--- config.mk ---
export PLATFORM = sky130hd
export DESIGN_NAME = ram_input_loader
export DESIGN_NICKNAME = d
export VERILOG_FILES = /design/src/rtl/ram_input_loader.sv
export SDC_FILE = /design/constraint.sdc
export NUM_CORES = 1
export LEC_CHECK = 0
export ABC_AREA = 0
export ABC_CLOCK_PERIOD_IN_PS = 1300
export CAP_MARGIN = 20
export CORE_UTILIZATION = 40
export DETAILED_ROUTE_END_ITERATION = 10
export PLACE_DENSITY_LB_ADDON = 0.12
export SLEW_MARGIN = 10
export SYNTH_ARGS = -nofsm -noshare
export SYNTH_HDL_FRONTEND = slang
export SYNTH_SLANG_ARGS = --single-unit
--- constraint.sdc ---
create_clock -name clk -period 1.3 [get_ports clk]
set_input_delay 0.13 -clock clk [delete_from_list [all_inputs] [get_ports clk]]
set_output_delay 0.13 -clock clk [all_outputs]
set_load 0.01 [all_outputs]
--- src/rtl/ram_input_loader.sv ---
// ---------------------------------------------------------------------------
// ram_input_loader
//
// Write-side initiator for the 1-bit x 2**ADDR_WIDTH input-image RAM. Takes
// the image as a byte stream over a valid/ready handshake. Each byte is
// unpacked LSB-first into BYTE_WIDTH consecutive 1-bit RAM writes. The
// address walks 0 .. 2**ADDR_WIDTH-1, and then done pulses for one cycle.
//
// Ports
//   clk       : system clock, rising edge
//   rst       : synchronous, active-high reset
//   start     : one-cycle load request, honoured only in IDLE
//   abort     : synchronous cancel, returns to IDLE without done
//   in_byte   : inbound image data
//   in_valid  : in_byte is valid
//   in_ready  : loader accepts in_byte this cycle
//   ram_we    : RAM write enable
//   ram_addr  : RAM write address
//   ram_data  : RAM write data
//   busy      : a load is in progress (any state other than IDLE)
//   done      : one-cycle pulse after the last RAM write
// ---------------------------------------------------------------------------
module ram_input_loader #(
   parameter int ADDR_WIDTH = 10,
   parameter int BYTE_WIDTH = 8
) (
   input  logic                  clk,
   input  logic                  rst,
   input  logic                  start,
   input  logic                  abort,
   input  logic [BYTE_WIDTH-1:0] in_byte,
   input  logic                  in_valid,
   output logic                  in_ready,
   output logic                  ram_we,
   output logic [ADDR_WIDTH-1:0] ram_addr,
   output logic                  ram_data,
   output logic                  busy,
   output logic                  done
);

   localparam int               BIT_W    = (BYTE_WIDTH > 1) ? $clog2(BYTE_WIDTH) : 1;
   localparam logic [BIT_W-1:0] LAST_BIT = BIT_W'(BYTE_WIDTH - 1);

   typedef enum logic [1:0] {
      S_IDLE,
      S_WAIT_BYTE,
      S_SHIFT,
      S_DONE
   } state_t;

   state_t                r_state,   w_state_nxt;
   logic [ADDR_WIDTH-1:0] r_addr,    w_addr_nxt;
   logic [BIT_W-1:0]      r_bit_cnt, w_bit_cnt_nxt;
   logic [BYTE_WIDTH-1:0] r_shift,   w_shift_nxt;
   logic                  w_handshake;

   // Every output is decoded from registered state. The one exception is
   // abort, which masks in_ready combinationally. Without that mask, a byte
   // offered in the abort cycle would be consumed and then dropped.
   assign in_ready    = (r_state == S_WAIT_BYTE) && !abort;
   assign w_handshake = in_ready && in_valid;
   assign ram_we      = (r_state == S_SHIFT);
   assign ram_addr    = r_addr;
   assign ram_data    = r_shift[0];
   assign busy        = (r_state != S_IDLE);
   assign done        = (r_state == S_DONE);

   // NOTE: each signal written here gets a default first. If any path
   // through the case statement left a signal unassigned, a latch would be
   // inferred.
   always_comb begin
      w_state_nxt   = r_state;
      w_addr_nxt    = r_addr;
      w_bit_cnt_nxt = r_bit_cnt;
      w_shift_nxt   = r_shift;

      case (r_state)
         S_IDLE: begin
            if (start) begin
               w_state_nxt = S_WAIT_BYTE;
               w_addr_nxt  = '0;
            end
         end

         S_WAIT_BYTE: begin
            if (w_handshake) begin
               w_state_nxt   = S_SHIFT;
               w_shift_nxt   = in_byte;
               w_bit_cnt_nxt = '0;
            end
         end

         S_SHIFT: begin
            w_shift_nxt   = r_shift >> 1;
            w_addr_nxt    = r_addr + 1'b1;
            w_bit_cnt_nxt = r_bit_cnt + 1'b1;
            // On the last bit of a byte, check whether this write hit the
            // top address. If so, the counter wraps to 0 and the load ends.
            if (r_bit_cnt == LAST_BIT) begin
               w_state_nxt = (r_addr == '1) ? S_DONE : S_WAIT_BYTE;
            end
         end

         S_DONE: begin
            w_state_nxt = S_IDLE;
         end

         default: begin
            w_state_nxt = S_IDLE;
         end
      endcase

      // Abort overrides every state transition above. A write already on
      // the RAM port in this cycle still lands, because ram_we is decoded
      // from the current state.
      if (abort && (r_state != S_IDLE)) begin
         w_state_nxt = S_IDLE;
         w_addr_nxt  = '0;
      end
   end

   // NOTE: sequential state uses non-blocking assignments only. Every
   // register updates from pre-edge values, so process order does not
   // matter.
   always_ff @(posedge clk) begin
      if (rst) begin
         r_state   <= S_IDLE;
         r_addr    <= '0;
         r_bit_cnt <= '0;
         r_shift   <= '0;
      end else begin
         r_state   <= w_state_nxt;
         r_addr    <= w_addr_nxt;
         r_bit_cnt <= w_bit_cnt_nxt;
         r_shift   <= w_shift_nxt;
      end
   end

endmodule

==> results.yml, run 1 <==
worst_setup_path:
  cp_cell_sequence: "buf_4, o21bai_4, or4_1, a21oi_1"
  crit_slowest_cell: "or4_1"
  critPathBufInv: 1
  crit_type: "register to register"
  cp.arrival_ns: 1.65
  start_kind: "register"
  cp_max_fo: 8
  path_delay_family: "simple AND/OR/NAND/NOR gates"
  worst_path_largest_cell_delay_ns: 0.51
  worst_setup_path_end_kind: "register"
  crit_required_ns: 1.56
floorplanning:
  die_area_um2: 3210
  rows: 19
  coreArea_um2: 2780
  die_x_um: 56.6
  start_util_pct: 42.9
  fp.dieH_um: 56.6
  ioPinCount: 28
drt:
  top_layer_used: "met4"
  wl_met1_um: 1430
  via_per_inst: 5.64
  dr_wl_met2_um: 1870
  ant_nets: 0
  drt_iter0_markers: 61
  met3WireLength_um: 172
  drc_errors: 0
  dr_total_vias: 1275
  routedWlPerCell_um: 15.6
  dr.pass1.iters: 4
  routed_wl_um: 3520
synthesis:
  yosysTopAreaCellShare_pct: 38.6
  yosysMostFrequentCell: "dfxtp_1"
  synth_nets: 152
  ys_types: 40
  synth_edf_count: 0
  synth_common_cells: "dfxtp_1, nand2_1, a21oi_1"
  synth_ff_type: "dfxtp_1"
  syn_area_um2: 1190
  synth_largest_area_cell: "dfxtp_1"
  yosysWarnings: 0
  seq_area_frac_synth_pct: 38.6
  synth_area_leaders: "dfxtp_1, nand2_1, a311oi_1"
  synthArstFlopShare_pct: 0
  synth-seq-cells: 23
  syn_inst: 136
  avgSynthCellArea_um2: 8.78
clocking:
  ctsHoldBuffers: 0
  cts_sinks: 23
  clkSlewWorstSetupHoldPaths_ns: 0.13
  numCtsBuffers: 3
  cts_tree: "done"
  cts_buffer_depth: 2
  cts-root-buf: "clkbuf_4"
  htreeDepth: 1
  insertion_delay_ns: 0.32
global_routing:
  grt_first_pass_wirelength_um: 5260
  grt_pass1_vias: 1248
  antenna_found_initial: 0
  grt_max_degree: 19
  grt-ovfl-total: 0
  grt_usage_pct: 20.5
sta:
  worst_slew_pin_slew_ns: 0.260
  finalWorstSetupSlack_ns: -0.0882
  min_period_ns: 1.39
  setup_tns_ns: -0.371
  finalHoldViolCount: 0
  rsz0062_at_grt: "true"
  drv_slew: 0
  period_share_pct: 107
  slew_headroom_pct: 82.5
  fmax_ghz: 0.720
  setup_viol: 11
  skew_ns: 0.00507
outcome:
  outcome: "complete, but fails checks"
  violations: "negative setup slack"
placed_design:
  dp_hpwl_um: 2010
  numPortBuffers: 27
  place_congestion: 0.815
  dpl-instance-area_um2: 1610
cells_and_area:
  final_area_um2: 2000
  area_delta_synth_final_pct: 67.7
  nNetsFinal: 212
  drive_gt1_share_pct: 46.7
  antenna_cells: 0
run:
  max_cap_violations: 0
worst_hold_path:
  hp-class: "input pin to register"
pwr:
  power-per-cell-area_nw_per_um2: 772
  finalPower_mw: 1.55
  p_leak_nw: 0.812
  peakVddDrop_mv: 0.700
==> routing by layer <==
| metal | up-vias | global-route usage (%) |
|---|---|---|
| li1 | 627 | - |
| met1 | 605 | 24.0 |
| met2 | 36 | 37.8 |
| met3 | 7 | 3.00 |
| met4 | 0 | 6.27 |
| met5 | - | 0 |
==> metrics by stage <==
step	util [%]	setup slack [ns]	hold WS, ns	cells
global placement	57.8	-0.182	0.458	208
detailed placement	57.8	-0.235	0.472	208
finish	72.0	-0.0882	0.367	226
CTS	65.2	-0.0710	0.377	222
floorplan	-	0.0123	0.202	136
global route	72.0	-0.156	0.380	226
==> worst reg2reg max path, stage by stage (launching register included) <==
cell and delay [ns]:
dfxtp_4 0.42, buf_4 0.17, o21bai_4 0.10, or4_1 0.51, a21oi_1 0.13
==> cell type report <==
class	count	area, um^2
Clock buffer	4	26.3
Fill cell	221	779
Inverter	2	12.5
Multi-Input combinational cell	103	865
Sequential cell	23	487
Tap cell	31	38.8
Timing Repair Buffer	63	573
==> final timing paths <==
kind / end / cells after the start / from / slack [ns]
max: ram_addr[6] / 4 / r_state[1] / -0.09
min: r_shift[6] / 3 / in_byte[6] / 0.37
max reg2reg: ram_addr[6] / 4 / r_state[1] / -0.09
min reg2reg: r_shift[4] / 2 / r_shift[5] / 0.49
==> flip-flops by register name (all words and copies together) (netlist names) <==
signal / cells
r_bit_cnt: 3
r_shift: 8
r_state: 2
ram_addr: 10
==> cells by family (layout without fill, tap and decap cells) <==
| group | Yosys count | in the layout | synth area share [%] |
|---|---|---|---|
| AND/OR/NAND/NOR | 65 | 65 | 31.2 |
| AO/OA/AOI/OAI | 31 | 32 | 17.9 |
| flip-flops | 23 | 23 | 38.6 |
| buffers and inverters | 11 | 69 | 6.60 |
| adder cells (fa/ha/maj) | 3 | 3 | 3.14 |
| multiplexers | 3 | 3 | 2.52 |
==> placed cells by master, fill, tap and decap left out, types with 4 or more instances in the layout <==
cell | Yosys | final
a21oi_2 | 0 | 5
dfxtp_4 | 0 | 5
buf_4 | 5 | 26
a21oi_1 | 11 | 6
nor3_1 | 8 | 4
dfxtp_1 | 23 | 12
nor3_2 | 0 | 4
clkdlybuf4s50_1 | 0 | 12
dfxtp_2 | 0 | 6
nand2_1 | 22 | 20
dlygate4sd2_1 | 0 | 11
buf_6 | 1 | 9
a311oi_1 | 7 | 4
o21ai_0 | 4 | 4
nand3_1 | 7 | 5
==> report_power, final <==
group,internal (mW),total (mW),switching (mW)
sequential,0.729,0.755,0.0267
clock,0.120,0.353,0.233
combinational,0.242,0.438,0.196
==> timing repair <==
| action | 4_1_cts | 5_1_grt |
|---|---|---|
| cloned | 1 | 2 |
| setup buffers | 9 | 2 |
| pin swaps | 15 | 14 |
| setup endpoints to repair | 36 | 25 |
| gates resized for setup | 61 | 29 |
Note: power is estimated with default switching activity, not from simulation.
==> inputs of run 2 (changes only) <==
--- a/config.mk
+++ b/config.mk
@@ -9,6 +9,7 @@
 export ABC_CLOCK_PERIOD_IN_PS = 1300
 export CAP_MARGIN = 20
 export CORE_UTILIZATION = 40
+export CTS_CLUSTER_SIZE = 8
 export DETAILED_ROUTE_END_ITERATION = 10
 export PLACE_DENSITY_LB_ADDON = 0.12
 export SLEW_MARGIN = 10
==> results of run 2 <==
The final DEF is identical to that of run 1; final timing and power are the same.
==> inputs of run 3 (changes only) <==
--- a/config.mk
+++ b/config.mk
@@ -7,10 +7,12 @@
 export LEC_CHECK = 0
 export ABC_AREA = 0
 export ABC_CLOCK_PERIOD_IN_PS = 1300
-export CAP_MARGIN = 20
+export CAP_MARGIN = 25
+export CORE_ASPECT_RATIO = 0.8
 export CORE_UTILIZATION = 40
 export CTS_CLUSTER_SIZE = 8
 export DETAILED_ROUTE_END_ITERATION = 10
+export GPL_ROUTABILITY_DRIVEN = 1
 export PLACE_DENSITY_LB_ADDON = 0.12
 export SLEW_MARGIN = 10
 export SYNTH_ARGS = -nofsm -noshare
==> run 3 against run 2 <==
The run still ends with negative setup slack left. Total power up 6.1%. Worst setup slack better by 0.065 ns. Clock power grew 27%. Global-route usage fell by 1.4 points. Clock-buffer cell count shrank 1. Non-clock buffer count decreased by 7. First-iteration DRC count increased by 38%. Register-to-register slack improved by 0.07 ns. Critical path depth increased by 3. Sequential share of layout area is 0.27 points higher. Clock skew barely moved.
==> results.yml, run 3 (same netlist as run 1, synthesis figures left out) <==
pwr:
  power-per-cell-area_nw_per_um2: 841
  p_leak_nw: 0.785
  p_sw_mw: 0.458
  peakVddDrop_mv: 0.714
  p_clk_share_pct: 27.3
  pwr-share-seq_pct: 46.4
  internal_power_mw: 1.18
  swShare_pct: 27.9
  p_comb_share_pct: 26.4
drt:
  via_per_inst: 5.62
  ant_nets: 0
  routedWlPerCell_um: 15.8
  drt_iter0_markers: 84
  drc_errors: 0
  routed_wl_um: 3580
  wl_met1_um: 1630
  dr_total_vias: 1271
  top_layer_used: "met4"
  met3WireLength_um: 176
  dr_wl_met2_um: 1700
  dr.pass1.iters: 4
worst_setup_path:
  crit_slowest_cell: "dfxtp_4"
  cp.arrival_ns: 1.48
  cp_cell_sequence: "buf_6, nand2b_4, buf_8, buf_12, buf_4, nand3_1, a21oi_1"
  crit_required_ns: 1.45
  path_delay_family: "buffers and inverters"
  reg2reg_setup_slack_ns: -0.02
  ff2ff_path_depth: 7
  critPathLaunch: "r_state[0]"
  rr_startpoint: "r_state[0]"
  cp.depth: 7
  start_kind: "register"
  worst_path_largest_cell_delay_ns: 0.37
  critPathBufInv: 4
  rr_endpoint: "r_bit_cnt[0]"
  critPathCapture: "r_bit_cnt[0]"
  crit_type: "register to register"
  worst_setup_path_end_kind: "register"
  cp_max_fo: 6
outcome:
  outcome: "complete, but fails checks"
  violations: "negative setup slack"
cells_and_area:
  layout_common_cells: "buf_4, nand2_1, dfxtp_1"
  antenna_cells: 0
  nNetsFinal: 205
  seq_area_um2: 479
  final.fill_count: 216
  drive_gt1_share_pct: 43.1
  mostFrequentLayoutCell: "buf_4"
  area_delta_synth_final_pct: 63.3
  multi_input_area_um2: 831
  final_area_um2: 1950
  largest_reg_flops: 10
clocking:
  cts_buffer_depth: 2
  cts_sinks: 23
  cts_tree: "done"
  cts-root-buf: "clkbuf_8"
  insertion_delay_ns: 0.26
  clkSlewWorstSetupHoldPaths_ns: 0.09
  htreeDepth: 1
  numCtsBuffers: 3
sta:
  rsz0062_at_grt: "true"
  skew_ns: 0.00526
  fmax_ghz: 0.756
  slew_headroom_pct: 78.9
  min_period_ns: 1.32
  finalHoldViolCount: 0
  finalWorstSetupSlack_ns: -0.0228
  period_share_pct: 102
  drv_slew: 0
  worst_slew_pin_slew_ns: 0.313
  setup_tns_ns: -0.0448
  setup_viol: 3
floorplanning:
  rows: 17
  die_x_um: 63.1
  ioPinCount: 28
  fp.dieH_um: 50.9
  die_area_um2: 3210
  start_util_pct: 42.8
  coreArea_um2: 2790
placed_design:
  pre_cts_slack_ns: -0.204
  dp_hpwl_um: 2240
  place_congestion: 0.806
  dpl-instance-area_um2: 1640
  numPortBuffers: 27
worst_hold_path:
  whs_path_depth: 3
  hp-class: "input pin to register"
global_routing:
  antenna_found_initial: 0
  grt_pass1_vias: 1052
  grt_max_degree: 16
  grt-ovfl-total: 0
  grt_first_pass_wirelength_um: 4800
  grt_usage_pct: 19.1
run:
  max_cap_violations: 0
==> run 3: cell types whose count changed in the layout (fill, tap and decap cells not counted), moves of 3 or more <==
cell and change:
buf_4 -5, nand2_1 -4, buf_6 -3, clkbuf_4 -3, clkbuf_8 +3, nand2_4 +3, nand3_2 +3
==> run 3: repair_timing <==
| action | in CTS | in global routing |
|---|---|---|
| resized for setup | 35 | 44 |
| pin swaps | 3 | 14 |
| endpoints found under the setup margin | 33 | 18 |
| hold buffers | 0 | 0 |
| gates cloned | 0 | 2 |
| buffers inserted | 0 | 4 |
==> run 3: worst min-delay path by stage <==
stage	startpoint	to	slack, ns
2_1_floorplan	rst	r_shift[4]	0.20
3_3_place_gp	r_bit_cnt[1]	r_bit_cnt[1]	0.46
3_5_place_dp	r_shift[2]	r_shift[1]	0.47
4_1_cts	in_byte[5]	r_shift[5]	0.43
5_1_grt	in_byte[4]	r_shift[4]	0.46
6_report	in_byte[5]	r_shift[5]	0.46
==> run 3: area by class of cell <==
cell class	count	area share [%]
Inverter	2	0.642
Timing Repair Buffer	56	27.3
Clock buffer	3	2.12
Multi-Input combinational cell	103	42.6
Clock inverter	1	0.257
Tap cell	38	2.44
Sequential cell	23	24.6
==> run 3: worst reg2reg max path, stage by stage, from the launching register on <==
cell and delay [ns]:
dfxtp_4 0.37, buf_6 0.13, nand2b_4 0.17, buf_8 0.15, buf_12 0.14, buf_4 0.14
nand3_1 0.07, a21oi_1 0.06
==> run 3: routing by layer <==
metal	up-vias	GRT usage [%]
li1	616	-
met1	606	27.1
met2	40	29.0
met3	9	4.91
met4	0	3.88
met5	-	0
==> run 3: per-stage QoR <==
stage | hold WS (ns) | utilization, % | total power, mW | instances
2_1_floorplan | 0.202 | - | 0.944 | 136
3_3_place_gp | 0.458 | 58.8 | 1.09 | 216
3_5_place_dp | 0.472 | 58.8 | 1.10 | 216
4_1_cts | 0.434 | 61.1 | 1.54 | 220
5_1_grt | 0.465 | 70.0 | 1.72 | 226
6_report | 0.461 | 70.0 | 1.64 | 226
==> run 3: power groups by stage <==
stage	Sequential, mW	Combinational (mW)	Clock, mW
floorplan	0.767	0.177	0
global placement	0.771	0.320	0
detailed placement	0.772	0.325	0
CTS	0.756	0.325	0.458
global route	0.765	0.458	0.493
finish	0.760	0.433	0.447
==> variant: new RTL, flow settings as in run 2 <==
`r_addr` and `r_shift` no longer have a reset.
--- a/src/rtl/ram_input_loader.sv
+++ b/src/rtl/ram_input_loader.sv
@@ -125,15 +125,16 @@
    always_ff @(posedge clk) begin
       if (rst) begin
          r_state   <= S_IDLE;
-         r_addr    <= '0;
          r_bit_cnt <= '0;
-         r_shift   <= '0;
       end else begin
          r_state   <= w_state_nxt;
-         r_addr    <= w_addr_nxt;
          r_bit_cnt <= w_bit_cnt_nxt;
-         r_shift   <= w_shift_nxt;
       end
+   end
+
+   always_ff @(posedge clk) begin
+      r_addr  <= w_addr_nxt;
+      r_shift <= w_shift_nxt;
    end
 
 endmodule
Function: differs if rst is asserted again (counterexample within 4 cycles, from zero or initial values and one cycle with rst high); with rst held inactive, the same outputs for 10 cycles.
==> variant against run 2 <==
Total power up 1.3%; critical path depth up 1; global-route usage down 2.7 points; sequential cell count unchanged; worst setup slack better by 0.089 ns; count of clock-buffer cells in the layout down 1; synthesized cell count down 7.4%; cell count down 7.5%; area after synthesis down 2.1%; first-iteration DRC count down 66%; routed wire length down 24%; cell area down 14%; critical path type unchanged; critical endpoint is now ram_addr[3]; largest power group unchanged; highest routed layer unchanged.
==> variant: results (changes against run 2) <==
run_status:
  outcome: "finished clean"  # was complete, but fails checks
worst_setup_path:
  crit_slowest_cell: "or3b_4"  # was or4_1
  crit_path_max_fanout: 6  # was 8
  critical_path.max_stage_delay_ns: 0.43  # was 0.51 ns
routing:
  vias: 1073  # was 1275
  wl_met3_um: 103  # was 172 um
  viasPerCell: 5.134  # was 5.642
  drtIter0Drc: 21  # was 61
  wirelength_mm: 2.670  # was 3.519 mm
  wl_met1_mm: 1.193  # was 1.428 mm
  route.met2.wl_mm: 1.357  # was 1.867 mm
placement:
  routabilityCongestion: 0.7972  # was 0.8153
  dpl_cell_area_um2: 1600  # was 1609 um^2
  dp_hpwl_mm: 1.965  # was 2.014 mm
  post-place-ws_ns: -0.2401  # was -0.2347 ns
cts:
  htreeDepth: 1  # unchanged
  cts_inserted_buffers: 3  # unchanged
  clkLatencyLatePin_ns: 0.30  # was 0.32 ns
  post_cts_buffers: 0  # was 9
  cts.repair.resized: 32  # was 61
yosys:
  synth_edf_count: 8  # was 0
  synth.mux.area_fraction_pct: 1.927  # was 2.516%
  yosys-top-cells-count: "nand2_1 (28), nor2_1 (16), dfxtp_1 (15)"  # was dfxtp_1 (23), nand2_1 (22), a21oi_1 (11)
  synth_compound_area_share_pct: 12.10  # was 17.92%
  yosysSeqAreaShare_pct: 46.25  # was 38.57%
  synth_fp_nets: 142  # was 152
  synth_cell_types: 35  # was 40
  synthTopCellsByArea: "dfxtp_1 (26%), edfxtp_1 (21%), nand2_1 (9.0%), nor2_1 (5.1%), a22oi_1 (3.2%)"  # was dfxtp_1 (39%), nand2_1 (6.9%), a311oi_1 (5.1%), a21oi_1 (4.6%), nor3_1 (3.4%)
  synth-xor-area-share_pct: 2.998  # was 0%
layout:
  multi_input_area_share_pct: 36.09  # was 43.19%
  n_fill_cell: 256  # was 221
  fin_area_um2: 1723  # was 2002 um^2
  bufAreaShareNonClock_pct: 25.85  # was 28.63%
  comb.multi_input.count: 94  # was 103
  signal_buffers: 52  # was 63
  seq_cell_count: 23  # unchanged
  num-nets-final: 195  # was 212
  clk_share_pct: 1.598  # was 1.313%
  drive_above_1_share_pct: 33.71  # was 46.67%
global_route:
  grt.met1_usage_pct: 20.61  # was 24.03%
  grt_pass1_vias: 1049  # was 1248
  grt_usage_pct: 17.80  # was 20.47%
  grt_pass1_wl_mm: 4.443  # was 5.264 mm
  met3_usage_pct: 2.791  # was 2.995%
  grt_start_max_net_pins: 14  # was 19
power:
  leakagePower_nw: 0.7627  # was 0.8121 nW
  power_switching_w: 0.0004376  # was 0.0004550 W
  ir_drop_mv: 0.7092  # was 0.6995 mV
timing:
  clock_skew_ns: 0.0006865  # was 0.005068 ns
  slew_headroom_pct: 82.66  # was 82.51%
==> variant: cell count changes in the layout (fill, tap and decap cells not counted), moves of 4 or more <==
cell / run 2 / this run
dfxtp_1: 12 / 7
buf_4: 26 / 22
buf_6: 9 / 4
nand2_1: 20 / 25
edfxtp_1: 0 / 8
a311oi_1: 4 / 0
a22oi_1: 0 / 5
nor2_1: 3 / 15
o21ai_0: 4 / 0
a21oi_2: 5 / 1
xnor2_1: 0 / 4
==> variant: through the flow <==
| stage | setup TNS [ns] | total power [W] | utilization, % |
|---|---|---|---|
| 2_1_floorplan | 0 | 0.001036 | - |
| 6_report | 0 | 0.001567 | 62.48 |
| 5_1_grt | -0.1006 | 0.001662 | 62.48 |
| 3_3_place_gp | -2.742 | 0.001216 | 58.03 |
| 4_1_cts | 0 | 0.001545 | 58.80 |
| 3_5_place_dp | -3.033 | 0.001232 | 58.03 |
==> variant: power by group through the flow <==
stage,clock network (W),logic (W),registers [W]
6_report,0.000330,0.000412,0.000826
5_1_grt,0.000378,0.000453,0.000831
4_1_cts,0.000346,0.000379,0.000820
3_5_place_dp,0,0.000394,0.000837
3_3_place_gp,0,0.000382,0.000834
2_1_floorplan,0,0.000185,0.000851
==> variant: final timing paths <==
| kind | cells past startpoint | slack [ns] | to | startpoint |
|---|---|---|---|---|
| min | 3 | 0.47 | r_shift[6] | in_byte[6] |
| max reg2reg | 5 | 0.0008 | ram_addr[3] | r_state[1] |
| max | 5 | 0.0008 | ram_addr[3] | r_state[1] |
| min reg2reg | 2 | 0.52 | r_bit_cnt[2] | r_bit_cnt[2] |
==> variant: cell families after synthesis <==
family / Yosys count
muxes: 2
xor gates and xnor gates: 4
DFF: 23
buffers and inverters: 9
adders and majority gates: 3
AOI/OAI and AO/OA: 18
and+or+nand+nor: 67
